## src/rtl/jtcontra_pkg.sv

```systemverilog
// jtcontra_pkg
//   Shared constants for the Contra loader: default start offsets of the
//   regions in the download image, the write-FSM state encoding, the
//   loader FIFO depth and the SDRAM request record queued by the loader.
package jtcontra_pkg;

    // Region start offsets in the byte-addressed download image
    localparam logic [24:0] SND_START_DEF  = 25'h2_0000;
    localparam logic [24:0] GFX1_START_DEF = 25'h2_8000;
    localparam logic [24:0] GFX2_START_DEF = 25'hA_8000;
    localparam logic [24:0] PROM_START_DEF = 25'h12_8000;

    // Write FSM encoding
    localparam logic [0:0] ST_IDLE = 1'b0;
    localparam logic [0:0] ST_WAIT = 1'b1;

    localparam int unsigned LOADER_FIFO_DEPTH = 4;

    // One queued SDRAM byte write
    typedef struct packed {
        logic [21:0] addr;
        logic [7:0]  data;
        logic [1:0]  mask;
    } prog_req_t;

    // Active-low byte enable: odd byte address selects the upper byte
    function automatic logic [1:0] byte_mask(input logic odd);
        return odd ? 2'b01 : 2'b10;
    endfunction

endpackage

```

## src/rtl/jtcontra_sdram_loader_if.sv

```systemverilog
// jtcontra_sdram_loader_if
//   Bundles the download port, the SDRAM programming port, the PROM write
//   port and the status outputs of the loader.
//   slave  : loader side (takes ioctl_* / downloading / sdram_ack, drives the rest)
//   master : host side (the opposite direction)
interface jtcontra_sdram_loader_if;

    logic        downloading;
    logic [24:0] ioctl_addr;
    logic [7:0]  ioctl_data;
    logic        ioctl_wr;
    logic        sdram_ack;

    logic [21:0] prog_addr;
    logic [7:0]  prog_data;
    logic [1:0]  prog_mask;
    logic        prog_we;

    logic [3:0]  prom_we;
    logic [7:0]  prom_addr;
    logic [7:0]  prom_data;

    logic        dwnld_busy;
    logic        overflow;
    logic [15:0] checksum;

    modport slave (
        input  downloading, ioctl_addr, ioctl_data, ioctl_wr, sdram_ack,
        output prog_addr, prog_data, prog_mask, prog_we,
        output prom_we, prom_addr, prom_data,
        output dwnld_busy, overflow, checksum
    );

    modport master (
        output downloading, ioctl_addr, ioctl_data, ioctl_wr, sdram_ack,
        input  prog_addr, prog_data, prog_mask, prog_we,
        input  prom_we, prom_addr, prom_data,
        input  dwnld_busy, overflow, checksum
    );

endinterface

```

## src/rtl/jtcontra_loader_fifo.sv

```systemverilog
// jtcontra_loader_fifo
//   Small synchronous FIFO, first-word-fall-through (o_data shows the head).
//   clk, rst_n : clock, asynchronous active-low reset
//   i_push     : write i_data (ignored when full unless i_pop is also set)
//   i_pop      : retire the head (ignored when empty)
//   o_data     : current head entry
//   o_full     : DEPTH entries held
//   o_empty    : no entries held
module jtcontra_loader_fifo #(
    parameter int unsigned DEPTH = 4,
    parameter int unsigned WIDTH = 32
) (
    input  logic             clk,
    input  logic             rst_n,
    input  logic             i_push,
    input  logic [WIDTH-1:0] i_data,
    input  logic             i_pop,
    output logic [WIDTH-1:0] o_data,
    output logic             o_full,
    output logic             o_empty
);

    localparam int unsigned   AW       = (DEPTH > 1) ? $clog2(DEPTH) : 1;
    localparam logic [AW:0]   FULL_CNT = (AW+1)'(DEPTH);
    localparam logic [AW:0]   ONE_CNT  = (AW+1)'(1);
    localparam logic [AW-1:0] LAST_PTR = AW'(DEPTH - 1);

    logic [WIDTH-1:0] r_mem [DEPTH];
    logic [AW-1:0]    r_wr_ptr;
    logic [AW-1:0]    r_rd_ptr;
    logic [AW:0]      r_count;
    logic             w_push_ok;
    logic             w_pop_ok;

    function automatic logic [AW-1:0] next_ptr(input logic [AW-1:0] p);
        return (p == LAST_PTR) ? '0 : p + AW'(1);
    endfunction

    assign o_full  = (r_count == FULL_CNT);
    assign o_empty = (r_count == '0);
    assign o_data  = r_mem[r_rd_ptr];

    // A full FIFO still takes a push when the head leaves on the same edge
    assign w_push_ok = i_push && (!o_full || i_pop);
    assign w_pop_ok  = i_pop && !o_empty;

    always_ff @(posedge clk) begin
        if (w_push_ok) begin
            r_mem[r_wr_ptr] <= i_data;
        end
    end

    always_ff @(posedge clk or negedge rst_n) begin
        if (!rst_n) begin
            r_wr_ptr <= '0;
            r_rd_ptr <= '0;
            r_count  <= '0;
        end else begin
            if (w_push_ok) begin
                r_wr_ptr <= next_ptr(r_wr_ptr);
            end
            if (w_pop_ok) begin
                r_rd_ptr <= next_ptr(r_rd_ptr);
            end
            case ({w_push_ok, w_pop_ok})
                2'b10:   r_count <= r_count + ONE_CNT;
                2'b01:   r_count <= r_count - ONE_CNT;
                default: ;
            endcase
        end
    end

endmodule

```

## src/rtl/jtcontra_sdram_loader.sv

```systemverilog
// jtcontra_sdram_loader
//   Routes the ROM download stream: bytes below PROM_START are queued and
//   written to SDRAM one at a time with a request/ack handshake; bytes in the
//   1 KiB PROM window become one-cycle strobes on one of four PROMs; bytes
//   above it are dropped. Keeps a running checksum and a sticky overflow flag.
//   clk, rst_n : clock, asynchronous active-low reset
//   bus        : download input, SDRAM programming port, PROM port, status
module jtcontra_sdram_loader
    import jtcontra_pkg::*;
#(
    parameter logic [24:0] SND_START  = SND_START_DEF,
    parameter logic [24:0] GFX1_START = GFX1_START_DEF,
    parameter logic [24:0] GFX2_START = GFX2_START_DEF,
    parameter logic [24:0] PROM_START = PROM_START_DEF
) (
    input  logic                     clk,
    input  logic                     rst_n,
    jtcontra_sdram_loader_if.slave   bus
);

    localparam logic [24:0] PROM_LAST = PROM_START + 25'd1023;

    // Word-address view of the region starts
    localparam logic [21:0] SND_W  = SND_START[22:1];
    localparam logic [21:0] GFX1_W = GFX1_START[22:1];
    localparam logic [21:0] GFX2_W = GFX2_START[22:1];

    // Each region is rebased onto the end of the one before it, main ROM
    // filling words [0, SND_W). The regions abut in the download image, so
    // this packing folds to the plain word address.
    localparam logic [21:0] SND_BASE_W  = SND_W;
    localparam logic [21:0] GFX1_BASE_W = SND_BASE_W + (GFX1_W - SND_W);
    localparam logic [21:0] GFX2_BASE_W = GFX1_BASE_W + (GFX2_W - GFX1_W);

    logic [0:0]  r_state;
    logic [21:0] r_prog_addr;
    logic [7:0]  r_prog_data;
    logic [1:0]  r_prog_mask;
    logic        r_prog_we;
    logic [3:0]  r_prom_we;
    logic [7:0]  r_prom_addr;
    logic [7:0]  r_prom_data;
    logic        r_overflow;
    logic [15:0] r_checksum;
    logic        r_dl_q;

    logic        w_accept;
    logic        w_is_sdram;
    logic        w_is_prom;
    logic        w_fifo_full;
    logic        w_fifo_empty;
    logic        w_pop;
    logic        w_stored;
    logic [21:0] w_prog_word;
    prog_req_t   w_req;
    prog_req_t   w_head;

    assign w_accept   = bus.ioctl_wr && bus.downloading;
    assign w_is_sdram = w_accept && (bus.ioctl_addr < PROM_START);
    assign w_is_prom  = w_accept && (bus.ioctl_addr >= PROM_START)
                                 && (bus.ioctl_addr <= PROM_LAST);

    always_comb begin
        w_prog_word = bus.ioctl_addr[22:1];
        if (bus.ioctl_addr >= GFX2_START) begin
            w_prog_word = bus.ioctl_addr[22:1] - GFX2_W + GFX2_BASE_W;
        end else if (bus.ioctl_addr >= GFX1_START) begin
            w_prog_word = bus.ioctl_addr[22:1] - GFX1_W + GFX1_BASE_W;
        end else if (bus.ioctl_addr >= SND_START) begin
            w_prog_word = bus.ioctl_addr[22:1] - SND_W + SND_BASE_W;
        end
    end

    assign w_req.addr = w_prog_word;
    assign w_req.data = bus.ioctl_data;
    assign w_req.mask = byte_mask(bus.ioctl_addr[0]);

    // The head stays queued while its write is in flight and is retired on
    // the ack, so the in-flight byte occupies one of the FIFO slots.
    assign w_pop = (r_state == ST_WAIT) && bus.sdram_ack;

    // Byte actually landed somewhere (queued or sent to a PROM)
    assign w_stored = (w_is_sdram && (!w_fifo_full || w_pop)) || w_is_prom;

    jtcontra_loader_fifo #(
        .DEPTH (LOADER_FIFO_DEPTH),
        .WIDTH ($bits(prog_req_t))
    ) u_fifo (
        .clk     (clk),
        .rst_n   (rst_n),
        .i_push  (w_is_sdram),
        .i_data  (w_req),
        .i_pop   (w_pop),
        .o_data  (w_head),
        .o_full  (w_fifo_full),
        .o_empty (w_fifo_empty)
    );

    // SDRAM write FSM
    always_ff @(posedge clk or negedge rst_n) begin
        if (!rst_n) begin
            r_state     <= ST_IDLE;
            r_prog_we   <= 1'b0;
            r_prog_addr <= '0;
            r_prog_data <= '0;
            r_prog_mask <= '1;
        end else begin
            case (r_state)
                ST_IDLE: begin
                    if (!w_fifo_empty) begin
                        r_prog_addr <= w_head.addr;
                        r_prog_data <= w_head.data;
                        r_prog_mask <= w_head.mask;
                        r_prog_we   <= 1'b1;
                        r_state     <= ST_WAIT;
                    end
                end
                ST_WAIT: begin
                    if (bus.sdram_ack) begin
                        r_prog_we <= 1'b0;
                        r_state   <= ST_IDLE;
                    end
                end
                default: begin
                    r_prog_we <= 1'b0;
                    r_state   <= ST_IDLE;
                end
            endcase
        end
    end

    // PROM strobes, one cycle behind the download strobe
    always_ff @(posedge clk or negedge rst_n) begin
        if (!rst_n) begin
            r_prom_we   <= '0;
            r_prom_addr <= '0;
            r_prom_data <= '0;
        end else begin
            r_prom_we <= '0;
            if (w_is_prom) begin
                r_prom_we   <= 4'b0001 << bus.ioctl_addr[9:8];
                r_prom_addr <= bus.ioctl_addr[7:0];
                r_prom_data <= bus.ioctl_data;
            end
        end
    end

    // Overflow flag and checksum
    always_ff @(posedge clk or negedge rst_n) begin
        if (!rst_n) begin
            r_overflow <= 1'b0;
            r_checksum <= '0;
            r_dl_q     <= 1'b0;
        end else begin
            r_dl_q <= bus.downloading;
            if (w_is_sdram && w_fifo_full && !w_pop) begin
                r_overflow <= 1'b1;
            end
            if (bus.downloading && !r_dl_q) begin
                r_checksum <= w_stored ? 16'(bus.ioctl_data) : '0;
            end else if (w_stored) begin
                r_checksum <= r_checksum + 16'(bus.ioctl_data);
            end
        end
    end

    assign bus.prog_addr  = r_prog_addr;
    assign bus.prog_data  = r_prog_data;
    assign bus.prog_mask  = r_prog_mask;
    assign bus.prog_we    = r_prog_we;
    assign bus.prom_we    = r_prom_we;
    assign bus.prom_addr  = r_prom_addr;
    assign bus.prom_data  = r_prom_data;
    assign bus.overflow   = r_overflow;
    assign bus.checksum   = r_checksum;
    assign bus.dwnld_busy = bus.downloading || !w_fifo_empty || (r_state == ST_WAIT);

endmodule

```

## src/flat_wrapper.sv

```systemverilog
// flat-port wrapper written by rule: the top's interface ports become plain ports
module jtcontra_sdram_loader_flat import jtcontra_pkg::*;
#(
    parameter logic [24:0] SND_START  = SND_START_DEF,
    parameter logic [24:0] GFX1_START = GFX1_START_DEF,
    parameter logic [24:0] GFX2_START = GFX2_START_DEF,
    parameter logic [24:0] PROM_START = PROM_START_DEF
)
  (clk, rst_n, bus_downloading, bus_ioctl_addr, bus_ioctl_data, bus_ioctl_wr, bus_sdram_ack, bus_prog_addr, bus_prog_data, bus_prog_mask, bus_prog_we, bus_prom_we, bus_prom_addr, bus_prom_data, bus_dwnld_busy, bus_overflow, bus_checksum);
  jtcontra_sdram_loader_if bus_i ();
  input  logic clk;
  input  logic rst_n;
  input wire logic [$bits(bus_i.downloading)-1:0] bus_downloading;
  input wire logic [$bits(bus_i.ioctl_addr)-1:0] bus_ioctl_addr;
  input wire logic [$bits(bus_i.ioctl_data)-1:0] bus_ioctl_data;
  input wire logic [$bits(bus_i.ioctl_wr)-1:0] bus_ioctl_wr;
  input wire logic [$bits(bus_i.sdram_ack)-1:0] bus_sdram_ack;
  output wire logic [$bits(bus_i.prog_addr)-1:0] bus_prog_addr;
  output wire logic [$bits(bus_i.prog_data)-1:0] bus_prog_data;
  output wire logic [$bits(bus_i.prog_mask)-1:0] bus_prog_mask;
  output wire logic [$bits(bus_i.prog_we)-1:0] bus_prog_we;
  output wire logic [$bits(bus_i.prom_we)-1:0] bus_prom_we;
  output wire logic [$bits(bus_i.prom_addr)-1:0] bus_prom_addr;
  output wire logic [$bits(bus_i.prom_data)-1:0] bus_prom_data;
  output wire logic [$bits(bus_i.dwnld_busy)-1:0] bus_dwnld_busy;
  output wire logic [$bits(bus_i.overflow)-1:0] bus_overflow;
  output wire logic [$bits(bus_i.checksum)-1:0] bus_checksum;
  assign bus_i.downloading = bus_downloading;
  assign bus_i.ioctl_addr = bus_ioctl_addr;
  assign bus_i.ioctl_data = bus_ioctl_data;
  assign bus_i.ioctl_wr = bus_ioctl_wr;
  assign bus_i.sdram_ack = bus_sdram_ack;
  assign bus_prog_addr = bus_i.prog_addr;
  assign bus_prog_data = bus_i.prog_data;
  assign bus_prog_mask = bus_i.prog_mask;
  assign bus_prog_we = bus_i.prog_we;
  assign bus_prom_we = bus_i.prom_we;
  assign bus_prom_addr = bus_i.prom_addr;
  assign bus_prom_data = bus_i.prom_data;
  assign bus_dwnld_busy = bus_i.dwnld_busy;
  assign bus_overflow = bus_i.overflow;
  assign bus_checksum = bus_i.checksum;
  jtcontra_sdram_loader #(.SND_START(SND_START), .GFX1_START(GFX1_START), .GFX2_START(GFX2_START), .PROM_START(PROM_START)) u_core (.clk(clk), .rst_n(rst_n), .bus(bus_i));
endmodule
```

## config.mk

```make
export PLATFORM = sky130hd
export DESIGN_NAME = jtcontra_sdram_loader_flat
export DESIGN_NICKNAME = d
export VERILOG_FILES = /design/src/rtl/jtcontra_pkg.sv /design/src/rtl/jtcontra_sdram_loader_if.sv /design/src/rtl/jtcontra_loader_fifo.sv /design/src/rtl/jtcontra_sdram_loader.sv /design/src/flat_wrapper.sv
export SDC_FILE = /design/constraint.sdc
export NUM_CORES = 1
export LEC_CHECK = 0
export ABC_CLOCK_PERIOD_IN_PS = 2500
export BUFFER_PORTS_ARGS = -buffer_cell sky130_fd_sc_hd__buf_4
export CAP_MARGIN = 20
export CORE_UTILIZATION = 45
export CTS_BUF_LIST = sky130_fd_sc_hd__clkbuf_4
export CTS_CLUSTER_DIAMETER = 100
export DETAILED_ROUTE_END_ITERATION = 12
export MAX_ROUTING_LAYER = met4
export PLACE_DENSITY = 0.72
export SYNTH_ARGS = -nofsm -noshare
export SYNTH_HDL_FRONTEND = slang
export SYNTH_SLANG_ARGS = --single-unit
export TNS_END_PERCENT = 20
```

## constraint.sdc

```tcl
create_clock -name clk -period 2.5 [get_ports clk]
set_input_delay 0.125 -clock clk [delete_from_list [all_inputs] [get_ports clk]]
set_output_delay 0.125 -clock clk [all_outputs]
set_load 0.02 [all_outputs]
```

== Word-level counts from Yosys, hierarchy flattened ==
Memory sizes are Yosys's and may differ from the RTL's. A register that Yosys moved wholly into a read port is not among the register bits.
Cells that the tools add are included.
Word-level totals
  bits in registers: 47
  RAM bits: 128
  input bits: 38
  output and inout port bits: 71
  logic and storage cells: 82
  memories: 1
Memories
  u_core.u_fifo.r_mem: words 4, width 32, rd ports 1, clocked after memory_dff 1, write ports 1, RTL line jtcontra_loader_fifo.sv:28  | logic [WIDTH-1:0] r_mem [DEPTH];
Operators by class
  add/sub/neg operators: 11
  $lt $le $gt $ge: 6
  eq/ne operators: 7
  shift operators: 1
  muxes and demuxes: 19
  bitwise gates (word level): 2
  reductions and logical operators: 24
Operators with widths (number)
  22-bit two-way mux: 3
  25-bit by 18-bit >= comparator with 1-bit output, second input constant: 2
  22-bit by 17-bit adder with 22-bit output, second input constant: 2
  22-bit by 17-bit subtractor with 22-bit output, second input constant: 2
  16-bit two-way mux: 2
  25-bit by 20-bit >= comparator with 1-bit output, second input constant: 1
  25-bit by 21-bit >= comparator with 1-bit output, second input constant: 1
  25-bit by 21-bit less-or-equal comparator with 1-bit output, second input constant: 1
  25-bit by 21-bit less-than comparator with 1-bit output, second input constant: 1
  22-bit by 19-bit adder with 22-bit output, second input constant: 1
  22-bit by 19-bit subtractor with 22-bit output, second input constant: 1
  16-bit by 8-bit adder with 16-bit output: 1
  1-bit logical AND: 10
  8-bit two-way mux: 1
  2-bit equality test, second input constant: 3
  1-bit two-way mux: 6
  2-bit two-way mux: 3
  3-bit one-hot mux with 2 select lines: 1
  1-bit zero test: 5
  2-bit by 1-bit adder with 2-bit output, second input constant: 2
  1-bit logical OR: 4
  4-bit two-way mux: 1
  2-bit != test, second input constant: 2
  1-bit one-hot mux with 2 select lines: 2
  9 further kinds: 12

== Depth between registers and ports, before layout ==
  depth after elaboration: 7
  depth in mapped cells: 12
  depth with buffers taken out: 10

== Cells and area by module ==
From an unflattened synthesis, not the netlist that was laid out.
Second synthesis, totals
  cells, all modules: 481
  area, all modules: 8399.3 µm²
Modules (own cells, without submodules)
  jtcontra_loader_fifo: instances 1, cells an instance 209, area each 5072.4 µm², sequential area each 4018.9 µm²
  jtcontra_sdram_loader: instances 1, cells an instance 272, area each 3326.9 µm², sequential area each 1804.2 µm²

== Least setup slack after synthesis ==
OpenSTA, ideal clock, no wires.
  kind: flip-flop to flip-flop
  start: register u_core.r_checksum[0], in the netlist u_core.bus.checksum[0]
  end: register u_core.r_checksum[10], in the netlist u_core.bus.checksum[10]
  arrival: 2351 ps
  setup slack: 72 ps
  cell stages (with the launch flop): 10
  path buffers: 0
  clock period less this slack: 2428 ps
  cells stage by stage: dfrtp_1 ha_1 inv_1 fa_1 nor2b_1 o31a_1 o311ai_0 o2bb2ai_1 or4_1 a21oi_1
Between the ends
  cells in the longest elaborated chain, start to end: 3
Ends and longest elaborated chain
  start: declaration: RTL line jtcontra_sdram_loader.sv:44  | logic [15:0] r_checksum;
  start signal: assignment: RTL line jtcontra_sdram_loader.sv:160  | r_checksum <= w_stored ? 16'(bus.ioctl_data) : '0;
  start signal: assignment: RTL line jtcontra_sdram_loader.sv:162  | r_checksum <= r_checksum + 16'(bus.ioctl_data);
  16-bit by 8-bit adder with 16-bit output: RTL line jtcontra_sdram_loader.sv:162
  16-bit two-way mux: RTL line jtcontra_sdram_loader.sv:161  | end else if (w_stored) begin
  16-bit two-way mux: RTL line jtcontra_sdram_loader.sv:159  | if (bus.downloading && !r_dl_q) begin
No other way between the ends. The select of a mux whose other input is x is not followed.
A chain may end at the register's enable or synchronous reset.

== Worst setup path in the final report ==
Ends and elaborated chain as after synthesis.

==> results.md <==
* Clock sink count at 207
* Buf/Inv on CP at 1
* Synth warn at 0
* DRC Markers at 0
* Unique masters post-synth at 53
* Vias per cell at 5.36
* Initial Util at 46.2%
* Syn Area/Cell at 17.7 µm²
* Die Wd at 138 µm
* Number of synthesized register bits at 207
* Lkg Pwr at 4.31 nW
* Crit-path cells: ha_1 > inv_1 > fa_1 > nor2b_2 > o31a_1 > o311ai_1 > o2bb2ai_2 > or4_1 > a21oi_1
* Iteration count of the initial detailed-routing pass at 4
* R2R setup slack at 0.08 ns
* Largest net degree at the start of global routing at 80
* Antenna violations before repair at 1
* Port Buffer Count at 108
* Overall Global Routing Usage at 19.8%
* Most common cell in the netlist: edfxtp_1
* Crit-path leading delay family: simple AND/OR/NAND/NOR gates
* Detail Route Antenna Nets at 0
* Worst-Skew Late Latency at 0.64 ns
* Crit path capture type: flip-flop
* Initial DRC count at 230
* Max cap viols at 0
* Final Power at 0.00985 W
* TritonCTS clock tree: yes
* Crit-path max cell delay at 0.55 ns
* R2R Path End: u_core.bus.checksum[10]
* Die area at 0.0190 mm²
* CTS buffer count at 53
* Height of the chip at 138 µm
* Final WL at 17900 µm
* Post-Syn Nets at 524
* Placed cell area at 0.00958 mm²
* Worst-path fanout max at 6
* First-pass GRT wire length at 28300 µm
* Post-Syn Instances at 470
* Yosys top cell area share at 46.2%
* Outcome: completed
* Core area at 0.0180 mm²
* Final setup fails at 0
* Startpoint types: flip-flop
* VDD IR max at 0.552 mV
* Reg-to-reg startpoint: u_core.bus.checksum[0]
* Worst slew margin at 64.1%
* Root buf cell: clkbuf_4
* Detail Placement HPWL at 11300 µm
* Clock skew at 0.0284 ns
* Crit path required time at 3.05 ns
* R2R depth at 9
* Minimum clock period at 2.42 ns
* Cell area power density at 921 mW/mm²
* Maximum buffer depth of the clock tree at 3
* Global placement routability congestion at 0.802
* Post-Syn Area at 0.00832 mm²
* Gr ovfl total at 0
* Cell area after layout at 0.0107 mm²
* Ports at 109
* Critical Path AT at 2.96 ns
* Crit path capture: u_core.bus.checksum[10]
* Ys async rst share at 38.2%
* Final nets at 730
* Crit path max-delay cell type: or4_1
* Crit path from: u_core.bus.checksum[0]
* Clock transition at path regs at 0.07 ns
* Synth cell count leaders: edfxtp_1, dfrtp_1, mux2_2, mux4_2
* Number of global-route vias before repair at 5460
* Seq/Total Area, Yosys at 70.0%
* Layout cells sized above 1 at 44.8%
* CTS HTree Levels at 2
* Worst hold path class: in -> async
* Setup CP Type: reg -> reg
* Crit share post-route at 96.6%
* Placed Instances at 812
* Tightest Pin Transition at 0.539 ns
* WL per Instance at 18.9 µm
* Dominant synthesized flop cell: edfxtp_1
* Max Freq at 0.414 GHz
* Area leader, netlist: edfxtp_1
* Layout area overhead at 28.4%
* Final hold vios at 0
* Final Max Slew Viols at 0
* Post-synth EDFFs at 128
* # rows at 49
* Number of cells on the critical path at 9
* Post-Layout Cell Count at 947
* Vias after detailed routing at 5073
* Top cells by area, synth: edfxtp_1, dfrtp_1, mux4_2
==> power breakdown <==
group,internal (W),switching [W],total (W)
Sequential,0.00401,0.000228,0.00424
Combinational,0.00140,0.00129,0.00269
Clock,0.00161,0.00131,0.00292
Total,0.00702,0.00283,0.00985
==> area by class of cell <==
cell class | count | area [µm²]
Tap cell | 229 | 287
Clock buffer | 83 | 623
Fill cell | 1386 | 7330
Inverter | 13 | 48.8
Multi-Input combinational cell | 232 | 2410
Timing Repair Buffer | 169 | 1410
Antenna cell | 1 | 2.50
Sequential cell | 207 | 5820
Clock inverter | 13 | 85.1
==> cells by family (layout without fill, tap and decap cells) <==
family	after synthesis	in the layout	synth area share (%)
adders and majority gates	16	16	2.59
and+or+nand+nor	75	75	5.44
muxes	84	84	15.6
xor gates and xnor gates	6	6	0.631
AOI/OAI and AO/OA	51	51	4.27
DFF	207	207	70.0
other	0	1	0
buffers and inverters	31	278	1.49
==> metrics by stage <==
stage	TNS (ns)	utilization (%)	hold slack [ns]	worst slack, ns
2_1_floorplan	0	-	-0.171	0.0717
3_3_place_gp	0	53.1	0.300	0.117
3_5_place_dp	-0.0206	53.1	0.300	-0.0206
4_1_cts	0	59.1	0.0902	0.00533
5_1_grt	-0.0327	59.3	0.0135	-0.0327
6_report	0	59.3	0.00328	0.0839
==> flip-flops by register name, summed over array words and instances (netlist names), 3 cells and up <==
name / cells
u_core.bus.prog_data: 8
u_core.bus.prog_addr: 22
u_core.u_fifo.r_count: 3
u_core.bus.prom_we: 4
u_core.bus.prom_addr: 8
u_core.u_fifo.r_mem: 128
u_core.bus.checksum: 16
u_core.bus.prom_data: 8
==> what timing repair did <==
action,4_1_cts,5_1_grt
setup buffers,0,2
hold endpoints to repair,239,0
pin swaps,1,1
setup endpoints to repair,1,2
gates resized for setup,1,2
hold buffers,35,0
==> worst reg2reg max path: cells and delay by family (launching register included) <==
family                   cells  cell delay (ns)
buffers and inverters        1             0.05
AND/OR/NAND/NOR              2             0.71
AO/OA/AOI/OAI                4             0.65
flip-flops                   1             0.35
adder cells (fa/ha/maj)      2             0.57
==> how the worst min path moves through the flow <==
stage	slack, ns	depth (start not counted)	from	endpoint
2_1_floorplan	-0.17	0	rst_n	u_core.bus.checksum[0]
3_3_place_gp	0.30	1	bus_downloading	u_core.r_dl_q
3_5_place_dp	0.30	1	bus_downloading	u_core.r_dl_q
4_1_cts	0.09	5	bus_ioctl_wr	u_core.bus.overflow
5_1_grt	0.01	2	rst_n	u_core.bus.prog_addr[9]
6_report	0.003	2	rst_n	u_core.bus.prog_addr[9]
==> routing by layer <==
metal  GRT usage (%)  vias to the layer above  part of all wire (%)
met4            6.77                        0                   1.8
met2            33.3                      163                    52
met1            23.6                     2589                    42
met5               -                        -                     0
li1                -                     2289                     -
met3            4.12                       32                   5.1
==> cell usage in the layout (no fill, tap or decap), drive strengths merged, types with 3 or more instances in the layout <==
| cell type | n |
|---|---|
| a21o | 3 |
| a21oi | 8 |
| and2 | 4 |
| and3 | 4 |
| buf | 134 |
| clkbuf | 83 |
| clkinv | 11 |
| dfrtp | 77 |
| dlygate4sd3 | 35 |
| edfxtp | 128 |
| ha | 14 |
| inv | 13 |
| mux2 | 48 |
| mux2i | 4 |
| mux4 | 32 |
| nand2 | 14 |
| nand2b | 3 |
| nand3 | 8 |
| nand4 | 3 |
| nor2 | 8 |
| nor2b | 5 |
| nor3 | 3 |
| nor4 | 4 |
| o211ai | 4 |
| o21a | 3 |
| o21ai | 14 |
| o2bb2ai | 5 |
| o31ai | 3 |
| or3 | 6 |
| or4 | 6 |
| xnor2 | 4 |
(Power assumes the default switching activity.)
